### src/rtl/blink_pkg.sv
// Shared types and widths for the ECP5-Mini bring-up blink design.
`timescale 1ns/1ps
package blink_pkg;

    localparam int unsigned CNT_W = 24;
    localparam int unsigned PWM_W = 8;

    typedef enum logic [1:0] {
        ColRed,
        ColGreen,
        ColBlue,
        ColWhite
    } colour_e;

    function automatic colour_e next_colour(input colour_e c);
        colour_e n;
        n = ColRed;
        unique case (c)
            ColRed:   n = ColGreen;
            ColGreen: n = ColBlue;
            ColBlue:  n = ColWhite;
            ColWhite: n = ColRed;
            default:  n = ColRed;
        endcase
        return n;
    endfunction

    // Channel enables packed as {r, g, b}.
    function automatic logic [2:0] colour_enables(input colour_e c);
        logic [2:0] en;
        en = 3'b000;
        unique case (c)
            ColRed:   en = 3'b100;
            ColGreen: en = 3'b010;
            ColBlue:  en = 3'b001;
            ColWhite: en = 3'b111;
            default:  en = 3'b000;
        endcase
        return en;
    endfunction

endpackage

### src/rtl/btn_debounce.sv
// Two-flop synchroniser, counting debouncer and press (1->0) edge detector
// for an active-low push button.
`timescale 1ns/1ps
module btn_debounce
    import blink_pkg::*;
#(
    parameter int unsigned DEBOUNCE_CYCLES = 65536
) (
    input  logic clk_16mhz,
    input  logic rst,
    input  logic btn_in,
    output logic btn_db,
    output logic press_pulse
);

    localparam int unsigned DBC_W = (DEBOUNCE_CYCLES > 1) ? $clog2(DEBOUNCE_CYCLES) : 1;
    localparam logic [DBC_W-1:0] DBC_LAST = DBC_W'(DEBOUNCE_CYCLES - 1);

    logic             r_sync1;
    logic             r_btn_s;
    logic             r_btn_db;
    logic             r_press;
    logic [DBC_W-1:0] r_dbc;
    logic             w_mismatch;

    assign w_mismatch = (r_btn_s != r_btn_db);

    // Any matching sample restarts the count, so short glitches never get accepted.
    always_ff @(posedge clk_16mhz or posedge rst) begin
        if (rst) begin
            r_sync1  <= 1'b1;
            r_btn_s  <= 1'b1;
            r_btn_db <= 1'b1;
            r_press  <= 1'b0;
            r_dbc    <= '0;
        end else begin
            r_sync1 <= btn_in;
            r_btn_s <= r_sync1;
            r_press <= 1'b0;
            if (!w_mismatch) begin
                r_dbc <= '0;
            end else if (r_dbc == DBC_LAST) begin
                r_btn_db <= r_btn_s;
                r_dbc    <= '0;
                r_press  <= ~r_btn_s;
            end else begin
                r_dbc <= r_dbc + 1'b1;
            end
        end
    end

    assign btn_db      = r_btn_db;
    assign press_pulse = r_press;

endmodule

### src/rtl/blink_top.sv
// Board bring-up top: heartbeat LED, debounced button, press counter and a
// breathing PWM RGB LED whose colour steps on each press.
`timescale 1ns/1ps
module blink_top
    import blink_pkg::*;
#(
    parameter int unsigned DEBOUNCE_CYCLES = 65536,
    parameter int unsigned BLINK_BIT       = 23,
    parameter int unsigned BREATH_BIT      = 21
) (
    input  logic       clk_16mhz,
    input  logic       rst,
    input  logic       btn_usr,
    output logic       led_usr,
    output logic       led_act,
    output logic       led_r,
    output logic       led_g,
    output logic       led_b,
    output logic [7:0] led
);

    logic [CNT_W-1:0] r_cnt;
    logic [7:0]       r_press_cnt;
    colour_e          r_colour;
    logic             r_led_r;
    logic             r_led_g;
    logic             r_led_b;

    logic             w_btn_db;
    logic             w_press;
    logic [PWM_W-1:0] w_raw;
    logic [PWM_W-1:0] w_bright;
    logic             w_on;
    logic [2:0]       w_en;

    btn_debounce #(
        .DEBOUNCE_CYCLES(DEBOUNCE_CYCLES)
    ) u_btn_debounce (
        .clk_16mhz  (clk_16mhz),
        .rst        (rst),
        .btn_in     (btn_usr),
        .btn_db     (w_btn_db),
        .press_pulse(w_press)
    );

    always_ff @(posedge clk_16mhz or posedge rst) begin
        if (rst) begin
            r_cnt       <= '0;
            r_press_cnt <= '0;
        end else begin
            r_cnt <= r_cnt + 1'b1;
            if (w_press) begin
                r_press_cnt <= r_press_cnt + 1'b1;
            end
        end
    end

    // Mirroring the brightness field on alternate half-periods gives a triangle wave.
    assign w_raw    = r_cnt[BREATH_BIT -: PWM_W];
    assign w_bright = r_cnt[BREATH_BIT + 1] ? ~w_raw : w_raw;
    assign w_on     = (r_cnt[PWM_W-1:0] < w_bright);
    assign w_en     = colour_enables(r_colour);

    always_ff @(posedge clk_16mhz or posedge rst) begin
        if (rst) begin
            r_colour <= ColRed;
            r_led_r  <= 1'b0;
            r_led_g  <= 1'b0;
            r_led_b  <= 1'b0;
        end else begin
            if (w_press) begin
                r_colour <= next_colour(r_colour);
            end
            r_led_r <= w_en[2] & w_on;
            r_led_g <= w_en[1] & w_on;
            r_led_b <= w_en[0] & w_on;
        end
    end

    assign led_usr = r_cnt[BLINK_BIT];
    assign led_act = ~w_btn_db;
    assign led_r   = r_led_r;
    assign led_g   = r_led_g;
    assign led_b   = r_led_b;
    assign led     = r_press_cnt;

endmodule

### config.mk
export PLATFORM = sky130hd
export DESIGN_NAME = blink_top
export DESIGN_NICKNAME = d
export VERILOG_FILES = /design/src/rtl/blink_pkg.sv /design/src/rtl/btn_debounce.sv /design/src/rtl/blink_top.sv
export SDC_FILE = /design/constraint.sdc
export NUM_CORES = 1
export LEC_CHECK = 0
export ABC_CLOCK_PERIOD_IN_PS = 4000
export BUFFER_PORTS_ARGS = -buffer_cell sky130_fd_sc_hd__buf_2
export CAP_MARGIN = 20
export CORE_MARGIN = 3
export CORE_UTILIZATION = 34
export DETAILED_ROUTE_END_ITERATION = 12
export GPL_TIMING_DRIVEN = 0
export PLACE_DENSITY_LB_ADDON = 0.15
export SLEW_MARGIN = 10
export SYNTH_ARGS = -nofsm -noshare
export SYNTH_HDL_FRONTEND = slang
export SYNTH_SLANG_ARGS = --single-unit
### constraint.sdc
create_clock -name clk_16mhz -period 4 [get_ports clk_16mhz]
set_input_delay 0.2 -clock clk_16mhz [delete_from_list [all_inputs] [get_ports clk_16mhz]]
set_output_delay 0.2 -clock clk_16mhz [all_outputs]
set_load 0.1 [all_outputs]
==> reports/qor.txt, run 1 <==
status: finished, violations left
failing checks: hold timing
Final Max Tran Viols: 0
1st-pass router iterations: 4
via count: 1750
Synth area leader: dfrtp_1
FF+latch count, synth: 57
Min-Delay Path Class: in -> async
post-synthesis cell area: 2720 um^2
vias in the first global route: 1690
Final HPWL DP: 3200 um
YS warnings: 0
Resized cells post-CTS: 0
final hold violations: 15
num ports: 16
DRT iter0 DRCs: 52
global route overflow: 0
WS Path Type: reg -> reg
CTS clock-pin slew for the worst setup and hold paths: 0.06 ns
crit path max-delay cell type: a221oi_1
f_max: 0.520 GHz
syn avg cell area: 11.2 um^2
Critical Path RT: 4.19 ns
critical path arrival: 2.11 ns
H-tree depth: 3
setup violators final: 0
Critical Path Source Type: register
drt total wl: 4600 um
worst-path cell chain: buf_2, xnor2_1, ha_1, o21ai_0, a221oi_1, nor4_1
die area: 9120 um^2
IO buf count: 15
max-capacitance violation count: 0
die height: 95.5 um
Net Count, Synth: 262
Synth top area share: 0.496
number of remaining DRC errors: 0
CP max stage delay: 0.55 ns
fin crit share: 0.481
Vias/cell: 4.64
post-synth cell types: 29
Ant. Diodes: 0
Mapped Cells: 244
worst path buffer plus inverter count: 1
setup TNS: 0 ns
unrepaired setup endpoints after global routing: false
Initial Utilization: 0.351
most frequent cells in the layout: dfrtp_1, xnor2_1, nor2_1, nand3_1, nand2_1
initial antenna violation count: 0
CP Capture Type: register
Leak: 1.43 nW
final net count: 289
Routed Antenna Nets: 0
gr usage total: 0.116
CTS tree: built
Layout fillers: 770
gp weighted congestion: 0.753
critical path's top delay family: compound AO/OA/AOI/OAI gates
largest net degree at the start of global routing: 58
VDD IR max: 0.174 mV
main flop type after synthesis: dfrtp_1
crit-path max FO: 8
Post-Route Skew: 0.00998 ns
share of cells above drive strength 1: 0.167
die width: 95.5 um
Synth area leaders: dfrtp_1, xnor2_1, ha_1, xor2_1, nor2_1
Skew-Pair Late Insertion Delay: 0.33 ns
clk sinks: 57
Rows: 32
Power Density: 373 nW/um^2
Seq/Total Area, Yosys: 0.525
drt wl/cell: 12.2 um
Max clock buf depth: 2
core area: 7770 um^2
Slew @ Worst Pin: 0.705 ns
postcts setup bufs: 0
wire length of the first global-routing pass: 7940 um
max_slew headroom: 0.530
area grow syn2layout: 15.8%
hold slack: -0.0244 ns
Post-CTS Hold Buffers: 1
Min Clock Period, post-route: 1.92 ns
Root Driver: clkbuf_8
number of synthesized flops with an enable pin: 0
total clock buffers created by CTS: 9
commonest non-fill, non-tap cell in the layout: dfrtp_1
async set-reset flop share out of synthesis: 1.00
## through the flow
stage	setup slack (ns)	instances	utilization	instance area [um^2]	total power [mW]
global placement	1.56	361	0.377	2930	0.617
floorplan	2.16	244	-	2720	0.610
detailed placement	2.12	361	0.377	2930	0.618
CTS	2.09	377	0.406	3150	1.20
finish	2.08	377	0.406	3150	1.18
global route	1.97	377	0.406	3150	1.23
## Yosys cell counts, types with 2 or more instances
cell type,instances
xor2_1,12
xnor2_1,39
nand4_1,12
inv_1,12
nor3_1,9
nand2_1,17
nor4_1,5
nand3_1,17
dfstp_2,3
nand4_2,2
dfrtp_1,54
o21ai_0,6
nor4_4,2
nor2_1,25
ha_1,15
## logic make-up after synthesis
family | synth area share
and+or+nand+nor | 0.186
DFF | 0.525
xor gates and xnor gates | 0.164
buffers and inverters | 0.0239
adders and majority gates | 0.0689
AOI/OAI and AO/OA | 0.0220
muxes | 0.00964
## layer usage
layer  vias to the layer above  track usage  part of all wire
met5                         -            0                 0
met1                       831        0.154              0.50
li1                        884            -                 -
met3                        13       0.0292             0.038
met2                        22        0.167              0.43
met4                         0       0.0711             0.027
## area by class of cell
type	count	area, um^2	share of cell area
plain buffers	3	20.0	0.00635
clock buffers	13	179	0.0567
clock inverters	2	35.0	0.0111
inverters	12	47.5	0.0151
multi-input cells	172	1230	0.390
flip-flops and latches	57	1430	0.454
well taps	102	128	0.0405
repair buffers	16	85.1	0.0270
## path summary, 6_finish.rpt
kind	startpoint	end	slack, ns	cells past startpoint
setup / recovery	r_cnt[22]$_DFF_PP0_	led_g$_DFF_PP0_	2.08	6
hold / removal	rst	r_cnt[2]$_DFF_PP0_	-0.02	2
setup reg to reg	r_cnt[22]$_DFF_PP0_	led_g$_DFF_PP0_	2.08	6
hold reg to reg	u_btn_debounce.r_sync1$_DFF_PP1_	u_btn_debounce.r_btn_s$_DFF_PP1_	0.36	0
max in group asynchronous	rst	r_colour[1]$_DFFE_PP0P_	3.54	2
min in group clk_16mhz	u_btn_debounce.r_sync1$_DFF_PP1_	u_btn_debounce.r_btn_s$_DFF_PP1_	0.36	0
## worst reg2reg max path: cells and delay by family (launching register included)
family / cells / cell delay [ns]
buffers and inverters: 1 / 0.20
flip-flops: 1 / 0.38
AND/OR/NAND/NOR: 1 / 0.12
AO/OA/AOI/OAI: 2 / 0.63
XOR/XNOR: 1 / 0.15
adder cells (fa/ha/maj): 1 / 0.29
## flip-flops by register name, indices dropped and copies added (netlist names)
register,flops
led_g,1
u_btn_debounce.r_sync1,1
u_btn_debounce.btn_db,1
r_colour,2
r_cnt,24
led_r,1
led,8
u_btn_debounce.press_pulse,1
led_b,1
u_btn_debounce.r_btn_s,1
u_btn_debounce.r_dbc,16
## power breakdown
part	internal [mW]	leakage (nW)	switching, mW	total, mW
clock network	0.351	0.112	0.218	0.569
registers	0.581	0.769	0.00342	0.584
logic	0.00561	0.548	0.0165	0.0221
total	0.938	1.43	0.238	1.18
No activity file was read; power rests on OpenSTA's default activity.
==> inputs of run 2 (changes only) <==
- ABC_CLOCK_PERIOD_IN_PS: 4000 -> 1700
- clock period: 4 -> 1.7 ns (I/O delays scaled with it)
==> run 2 against run 1 <==
Compared with the run above: the run ends with setup timing left; sequential power is 140% higher; critical path depth is 1 higher; first-iteration DRC count is 15% lower; non-clock buffer count is 8 higher; sequential cell count stayed put; fmax is 13% higher; critical endpoint is now led_r$_DFF_PP0_; largest power group unchanged.
==> reports/qor.txt, run 2 (same netlist as run 1, synthesis figures left out) <==
status: finished, violations left
failing checks: setup timing
RR Startpoint: r_cnt[22]$_DFF_PP0_
non-filler cells, final: 386 (+2.4%)
post-placement setup slack: -0.168 ns (-2.29 ns)
die width: 95.5 um (unchanged)
area of the multi-input gates: 1310 um^2 (+6.4%)
largest net degree at the start of global routing: 58 (unchanged)
CP Capture Type: register
Cells after DPL: 361 (unchanged)
setup TNS: -0.000108 ns (-0.000108 ns)
Root Driver: clkbuf_8
utilization after layout: 0.425 (+0.0192)
critical path's top delay family: flip-flops
Register Area: 1440 um^2 (+0.53%)
Hold Path Origin: u_btn_debounce.r_sync1$_DFF_PP1_
commonest non-fill, non-tap cell in the layout: dfrtp_1
Initial Utilization: 0.351 (unchanged)
Ant. Diodes: 0 (unchanged)
global route overflow: 0 (unchanged)
Min Clock Period, post-route: 1.70 ns (-0.223 ns)
Leak: 1.47 nW (+2.9%)
final hold violations: 0 (-15)
Min-Delay Path Class: reg -> reg
max_slew headroom: 0.537 (+0.00739)
final worst-path setup slack: -0.000108 ns (-2.08 ns)
via count: 1794 (+2.5%)
share of cells above drive strength 1: 0.236 (+0.0686)
Critical Path RT: 1.90 ns (-2.29 ns)
crit-path max FO: 8 (unchanged)
R2R setup slack: -0.0001 ns (-2.08 ns)
Design Area, Final: 3300 um^2 (+4.7%)
core area: 7770 um^2 (unchanged)
Slew @ Worst Pin: 0.694 ns (-0.0111 ns)
worst path buffer plus inverter count: 2 (+1)
Power Density: 834 nW/um^2 (+120%)
CTS tree: built
drt total wl: 4700 um (+2.2%)
worst-case reg-to-reg path depth: 7 (+1)
CP max stage delay: 0.40 ns (-0.15 ns)
gp weighted congestion: 0.747 (-0.89%)
vias in the first global route: 1781 (+5.4%)
drt wl/cell: 12.2 um (-0.17%)
H-tree depth: 3 (unchanged)
Skew-Pair Late Insertion Delay: 0.33 ns (about the same)
num ports: 16 (unchanged)
clk sinks: 57 (unchanged)
IO buf count: 15 (unchanged)
1st-pass router iterations: 4 (unchanged)
unrepaired setup endpoints after global routing: true
Final Max Tran Viols: 0 (unchanged)
setup violators final: 1 (+1)
Vias/cell: 4.65 (+0.12%)
wire length of the first global-routing pass: 8130 um (+2.4%)
Rows: 32 (unchanged)
Largest Register: r_cnt
VDD IR max: 0.311 mV (+79%)
Critical Path Source Type: register
fin crit share: 1.00 (+0.519)
Routed Antenna Nets: 0 (unchanged)
number of remaining DRC errors: 0 (unchanged)
WS Path Type: reg -> reg
gr usage total: 0.115 (-0.000249)
Max clock buf depth: 2 (unchanged)
die height: 95.5 um (unchanged)
die area: 9120 um^2 (unchanged)
DRT iter0 DRCs: 44 (-15%)
hold slack: 0.360 ns (+0.384 ns)
initial antenna violation count: 0 (unchanged)
WHS Endpoint: u_btn_debounce.r_btn_s$_DFF_PP1_
critical path arrival: 1.90 ns (-0.21 ns)
f_max: 0.588 GHz (+13%)
area grow syn2layout: 21.2%
total power draw: 2.75 mW (+130%)
final net count: 297 (+2.8%)
total clock buffers created by CTS: 9 (unchanged)
max-capacitance violation count: 0 (unchanged)
most frequent cells in the layout: dfrtp_1, xnor2_1, nor2_1, nand3_1, nand2_1
hold path cells: 0
Post-DP Area: 2930 um^2 (+0.13%)
crit path max-delay cell type: dfrtp_1
Largest register FFs: 24 (unchanged)
Post-Route Skew: 0.0128 ns (+0.00283 ns)
Final HPWL DP: 3130 um (-2.1%)
worst-path cell chain: buf_6, xnor2_1, ha_1, o21ai_1, a221oi_2, buf_4, nor3_1
CTS clock-pin slew for the worst setup and hold paths: 0.07 ns (about the same)
Layout fillers: 750 (-2.6%)
reg-to-reg endpoint: led_r$_DFF_PP0_
==> run 2: changes by cell type in the layout (fill, tap and decap cells not counted), sizes merged <==
cell,change
clkbuf,+1
dlygate4sd3,+1
buf,+7
==> run 2: where the power goes <==
| group | leakage, nW | switching [mW] | internal, mW |
|---|---|---|---|
| Combinational | 0.603 | 0.0401 | 0.0196 |
| Sequential | 0.760 | 0.00916 | 1.37 |
| Clock | 0.107 | 0.522 | 0.796 |
==> run 2: worst register-to-register path, delay by kind of cell (launching register included) <==
family                   cells  cell delay [ns]
adder cells (fa/ha/maj)      1             0.30
flip-flops                   1             0.40
AND/OR/NAND/NOR              1             0.05
AO/OA/AOI/OAI                2             0.35
buffers and inverters        2             0.33
XOR/XNOR                     1             0.13
==> run 2: what timing repair did <==
item / CTS / global route
endpoints found under the hold margin: 55 / 0
gates resized for setup: 9 / 11
buffers inserted: 1 / 6
pin swaps: 5 / 5
hold buffers: 2 / 0
setup endpoints to repair: 14 / 20
==> run 2: cell type report <==
cell class                 count  area share
tap                          102      0.0387
clock buffer                  14      0.0523
buffer                         3     0.00796
multi-input combinational    172       0.396
timing repair buffer          24      0.0447
sequential                    57       0.435
inverter                      12      0.0144
clock inverter                 2      0.0106
==> run 2: per-layer routing <==
metal | vias to the layer above | track usage | wire length [um]
li1 | 902 | - | -
met1 | 868 | 0.151 | 2330
met2 | 19 | 0.171 | 2120
met3 | 5 | 0.0410 | 175
met4 | 0 | 0.0498 | 78
met5 | - | 0 | 0
==> run 2: worst max-delay path by stage <==
stage / startpoint / to / slack, ns / cells past startpoint
after floorplan: u_btn_debounce.r_dbc[0]$_DFF_PP0_ / u_btn_debounce.r_dbc[4]$_DFF_PP0_ / 0.04 / 6
after global placement: rst / led[2]$_DFFE_PP0P_ / -0.81 / 2
after detailed placement: r_cnt[22]$_DFF_PP0_ / led_g$_DFF_PP0_ / -0.17 / 6
after CTS: r_cnt[22]$_DFF_PP0_ / led_g$_DFF_PP0_ / -0.002 / 6
after global routing: r_cnt[22]$_DFF_PP0_ / led_r$_DFF_PP0_ / -0.07 / 7
final: r_cnt[22]$_DFF_PP0_ / led_r$_DFF_PP0_ / -0.0001 / 7
==> inputs of run 3 (changes only) <==
- CELL_PAD_IN_SITES_DETAIL_PLACEMENT: default -> 0
- CELL_PAD_IN_SITES_GLOBAL_PLACEMENT: default -> 2
- SYNTH_HIERARCHICAL: default -> 1
==> run 3 against run 2 <==
Compared with the run above: the run still ends with setup timing left; final area grew 2.6%; core utilization grew 0.87 points; hold slack lost 0.16 ns; sequential power is essentially flat; sequential share of layout area shrank 0.95 points; clock-buffer cell count shrank 1; register-to-register slack lost 0.06 ns; synthesized area grew 1.5%; critical path depth is the same; routed wire length grew 8.1%; setup slack lost 0.063 ns; highest routed layer unchanged.
==> reports/qor.txt, run 3 <==
status: finished, violations left
failing checks: setup timing
most frequent cells in the layout: dfrtp_1, xnor2_1, nor2_1, nand3_1, nand2_1
final hold violations: 0 (unchanged)
main combinational cell family by area after synthesis: simple AND/OR/NAND/NOR gates
xor and xnor area share after synthesis: 0.162 (-0.00245)
compound-gate portion of the synthesized area: 0.0249 (+0.00284)
crit-path max FO: 7 (-1)
met1 Use GR: 0.163 (+0.0116)
post-synthesis simple-gate area fraction: 0.197 (+0.0103)
R2R setup slack: -0.06 ns (-0.06 ns)
Seq/Total Area, Yosys: 0.517 (-0.00784)
Leak: 1.48 nW (+0.76%)
Worst Setup EP: led_g$_DFF_PP0_
final net count: 302 (+1.7%)
wire length of the first global-routing pass: 8960 um (+10%)
total clock buffers created by CTS: 9 (unchanged)
RR Startpoint: r_cnt[22]$_DFF_PP0_
met2 Usage GRT: 0.196 (+0.0241)
Post-Route Skew: 0.00998 ns (-0.00284 ns)
max-capacitance violation count: 0 (unchanged)
Largest Register: r_cnt
Power Density: 774 nW/um^2 (-7.2%)
Critical Path Source Type: register
Min Clock Period, post-route: 1.76 ns (+0.0630 ns)
unrepaired setup endpoints after global routing: true
Routed Antenna Nets: 0 (unchanged)
reg-to-reg endpoint: led_g$_DFF_PP0_
largest net degree at the start of global routing: 32 (-45%)
Layout fillers: 769 (+2.5%)
Rows: 32 (unchanged)
grt met3 use: 0.0493 (+0.00822)
most used routing layer: met2
Synth top area share: 0.489 (-0.00741)
H-tree depth: 3 (unchanged)
post-synthesis cell area: 2770 um^2 (+1.5%)
Root Driver: clkbuf_8
die area: 9250 um^2 (+1.4%)
main flop type after synthesis: dfrtp_1
1st-pass router iterations: 4 (unchanged)
number of synthesized flops with an enable pin: 0 (unchanged)
global route overflow: 0 (unchanged)
most frequent cells after synthesis: dfrtp_1, xnor2_1, nor2_1
Skew-Pair Late Insertion Delay: 0.33 ns (about the same)
fin crit share: 1.04 (+0.0371)
clk sinks: 57 (unchanged)
Net Count, Synth: 264 (+0.76%)
final worst-path setup slack: -0.0631 ns (-0.0630 ns)
Largest register FFs: 24 (unchanged)
Vias/cell: 4.71 (+1.4%)
YS warnings: 6 (+6)
IO buf count: 15 (unchanged)
num ports: 16 (unchanged)
Adder-Cell Fraction of Synth Area: 0.0679 (-0.00103)
Synth area leaders: dfrtp_1, xnor2_1, ha_1, xor2_1, nand3_1
Synth area leader: dfrtp_1
CP Capture Type: register
drt total wl: 5080 um (+8.1%)
die height: 96.2 um (+0.71%)
area grow syn2layout: 22.5%
number of remaining DRC errors: 0 (unchanged)
share of cells above drive strength 1: 0.270 (+0.0340)
commonest non-fill, non-tap cell in the layout: dfrtp_1
utilization after layout: 0.434 (+0.00872)
area of the multi-input gates: 1380 um^2 (+5.5%)
crit path launch: r_cnt[22]$_DFF_PP0_
hold slack: 0.204 ns (-0.156 ns)
initial antenna violation count: 0 (unchanged)
mux cell area share after synthesis: 0.00950 (-0.000144)
drt wl/cell: 13.0 um (+6.7%)
max_slew headroom: 0.494 (-0.0433)
Critical Path RT: 1.94 ns (+0.04 ns)
Min-Delay Path Class: in -> async
VDD IR max: 0.389 mV (+25%)
die width: 96.2 um (+0.71%)
most common cell in the netlist: dfrtp_1
post-synth cell types: 34 (+17%)
Slew @ Worst Pin: 0.758 ns (+0.0641 ns)
Final HPWL DP: 3460 um (+10%)
gr usage total: 0.127 (+0.0112)
DRT iter0 DRCs: 34 (-23%)
WS Path Type: reg -> reg
f_max: 0.567 GHz (-3.6%)
gp weighted congestion: 0.748 (+0.19%)
CTS clock-pin slew for the worst setup and hold paths: 0.07 ns (about the same)
FF+latch count, synth: 57 (unchanged)
via count: 1843 (+2.7%)
critical path arrival: 2.01 ns (+0.11 ns)
async set-reset flop share out of synthesis: 1.00 (unchanged)
syn avg cell area: 11.2 um^2 (+0.69%)
setup violators final: 3 (+2)
CTS tree: built
Ant. Diodes: 0 (unchanged)
core area: 7810 um^2 (+0.52%)
Mapped Cells: 246 (+0.82%)
Initial Utilization: 0.354 (+0.00349)
worst-case reg-to-reg path depth: 7 (unchanged)
vias in the first global route: 1881 (+5.6%)
Final Max Tran Viols: 0 (unchanged)
Max clock buf depth: 2 (unchanged)
Register Area: 1440 um^2 (+0.35%)
run 3: worst min path at each step:
stage | end | slack, ns | cells past startpoint
6_report | led[5]$_DFFE_PP0P_ | 0.20 | 3
5_1_grt | led[5]$_DFFE_PP0P_ | 0.21 | 3
4_1_cts | led[5]$_DFFE_PP0P_ | 0.18 | 3
3_5_place_dp | led[5]$_DFFE_PP0P_ | 0.006 | 2
3_3_place_gp | u_btn_debounce/r_sync1$_DFF_PP1_ | 0.19 | 1
2_1_floorplan | u_btn_debounce/press_pulse$_DFF_PP0_ | 0.05 | 1
run 3: critical path: stages, from the launching register on:
cell and delay, ns:
dfrtp_1 0.40, buf_6 0.15, xnor2_2 0.13, ha_1 0.27, o21a_1 0.19, o211ai_1 0.19, a21oi_2 0.09, nor4b_4 0.25
run 3: routing by layer:
metal	part of all wire	up-vias
met1	0.49	889
met2	0.46	25
met5	0	-
li1	-	923
met3	0.035	6
met4	0.014	0
run 3: timing repair:
action                                  4_1_cts  5_1_grt
buffers inserted                              3        7
hold buffers                                  2        0
resized for setup                            13       11
hold endpoints to repair                     55        0
pin swaps                                     2        4
endpoints found under the setup margin       14       22
run 3: final cells by class:
| class | count | area share |
|---|---|---|
| Timing Repair Buffer | 28 | 0.0562 |
| Tap cell | 102 | 0.0377 |
| Inverter | 10 | 0.0111 |
| Sequential cell | 57 | 0.426 |
| Multi-Input combinational cell | 175 | 0.407 |
| Clock buffer | 13 | 0.0499 |
| Clock inverter | 3 | 0.00443 |
| Buffer | 3 | 0.00776 |
run 3: per-stage QoR:
stage	instances	power [mW]	instance area, um^2	worst slack, ns	TNS (ns)
detailed placement	364	1.47	3010	-0.195	-1.31
global route	391	2.75	3390	-0.180	-0.450
floorplan	246	1.44	2790	-0.0182	-0.0182
finish	391	2.62	3390	-0.0631	-0.167
global placement	363	1.46	2990	-0.183	-1.44
CTS	385	2.67	3310	-0.0900	-0.219
run 3: logic make-up after synthesis:
family | Yosys count
adders and majority gates | 15
and+or+nand+nor | 96
muxes | 2
DFF | 57
buffers and inverters | 14
xor gates and xnor gates | 51
AOI/OAI and AO/OA | 11
run 3: where the power goes:
part	internal (mW)	switching, mW
logic	0.0340	0.0504
registers	1.37	0.00946
clock network	0.641	0.518
total	2.04	0.578
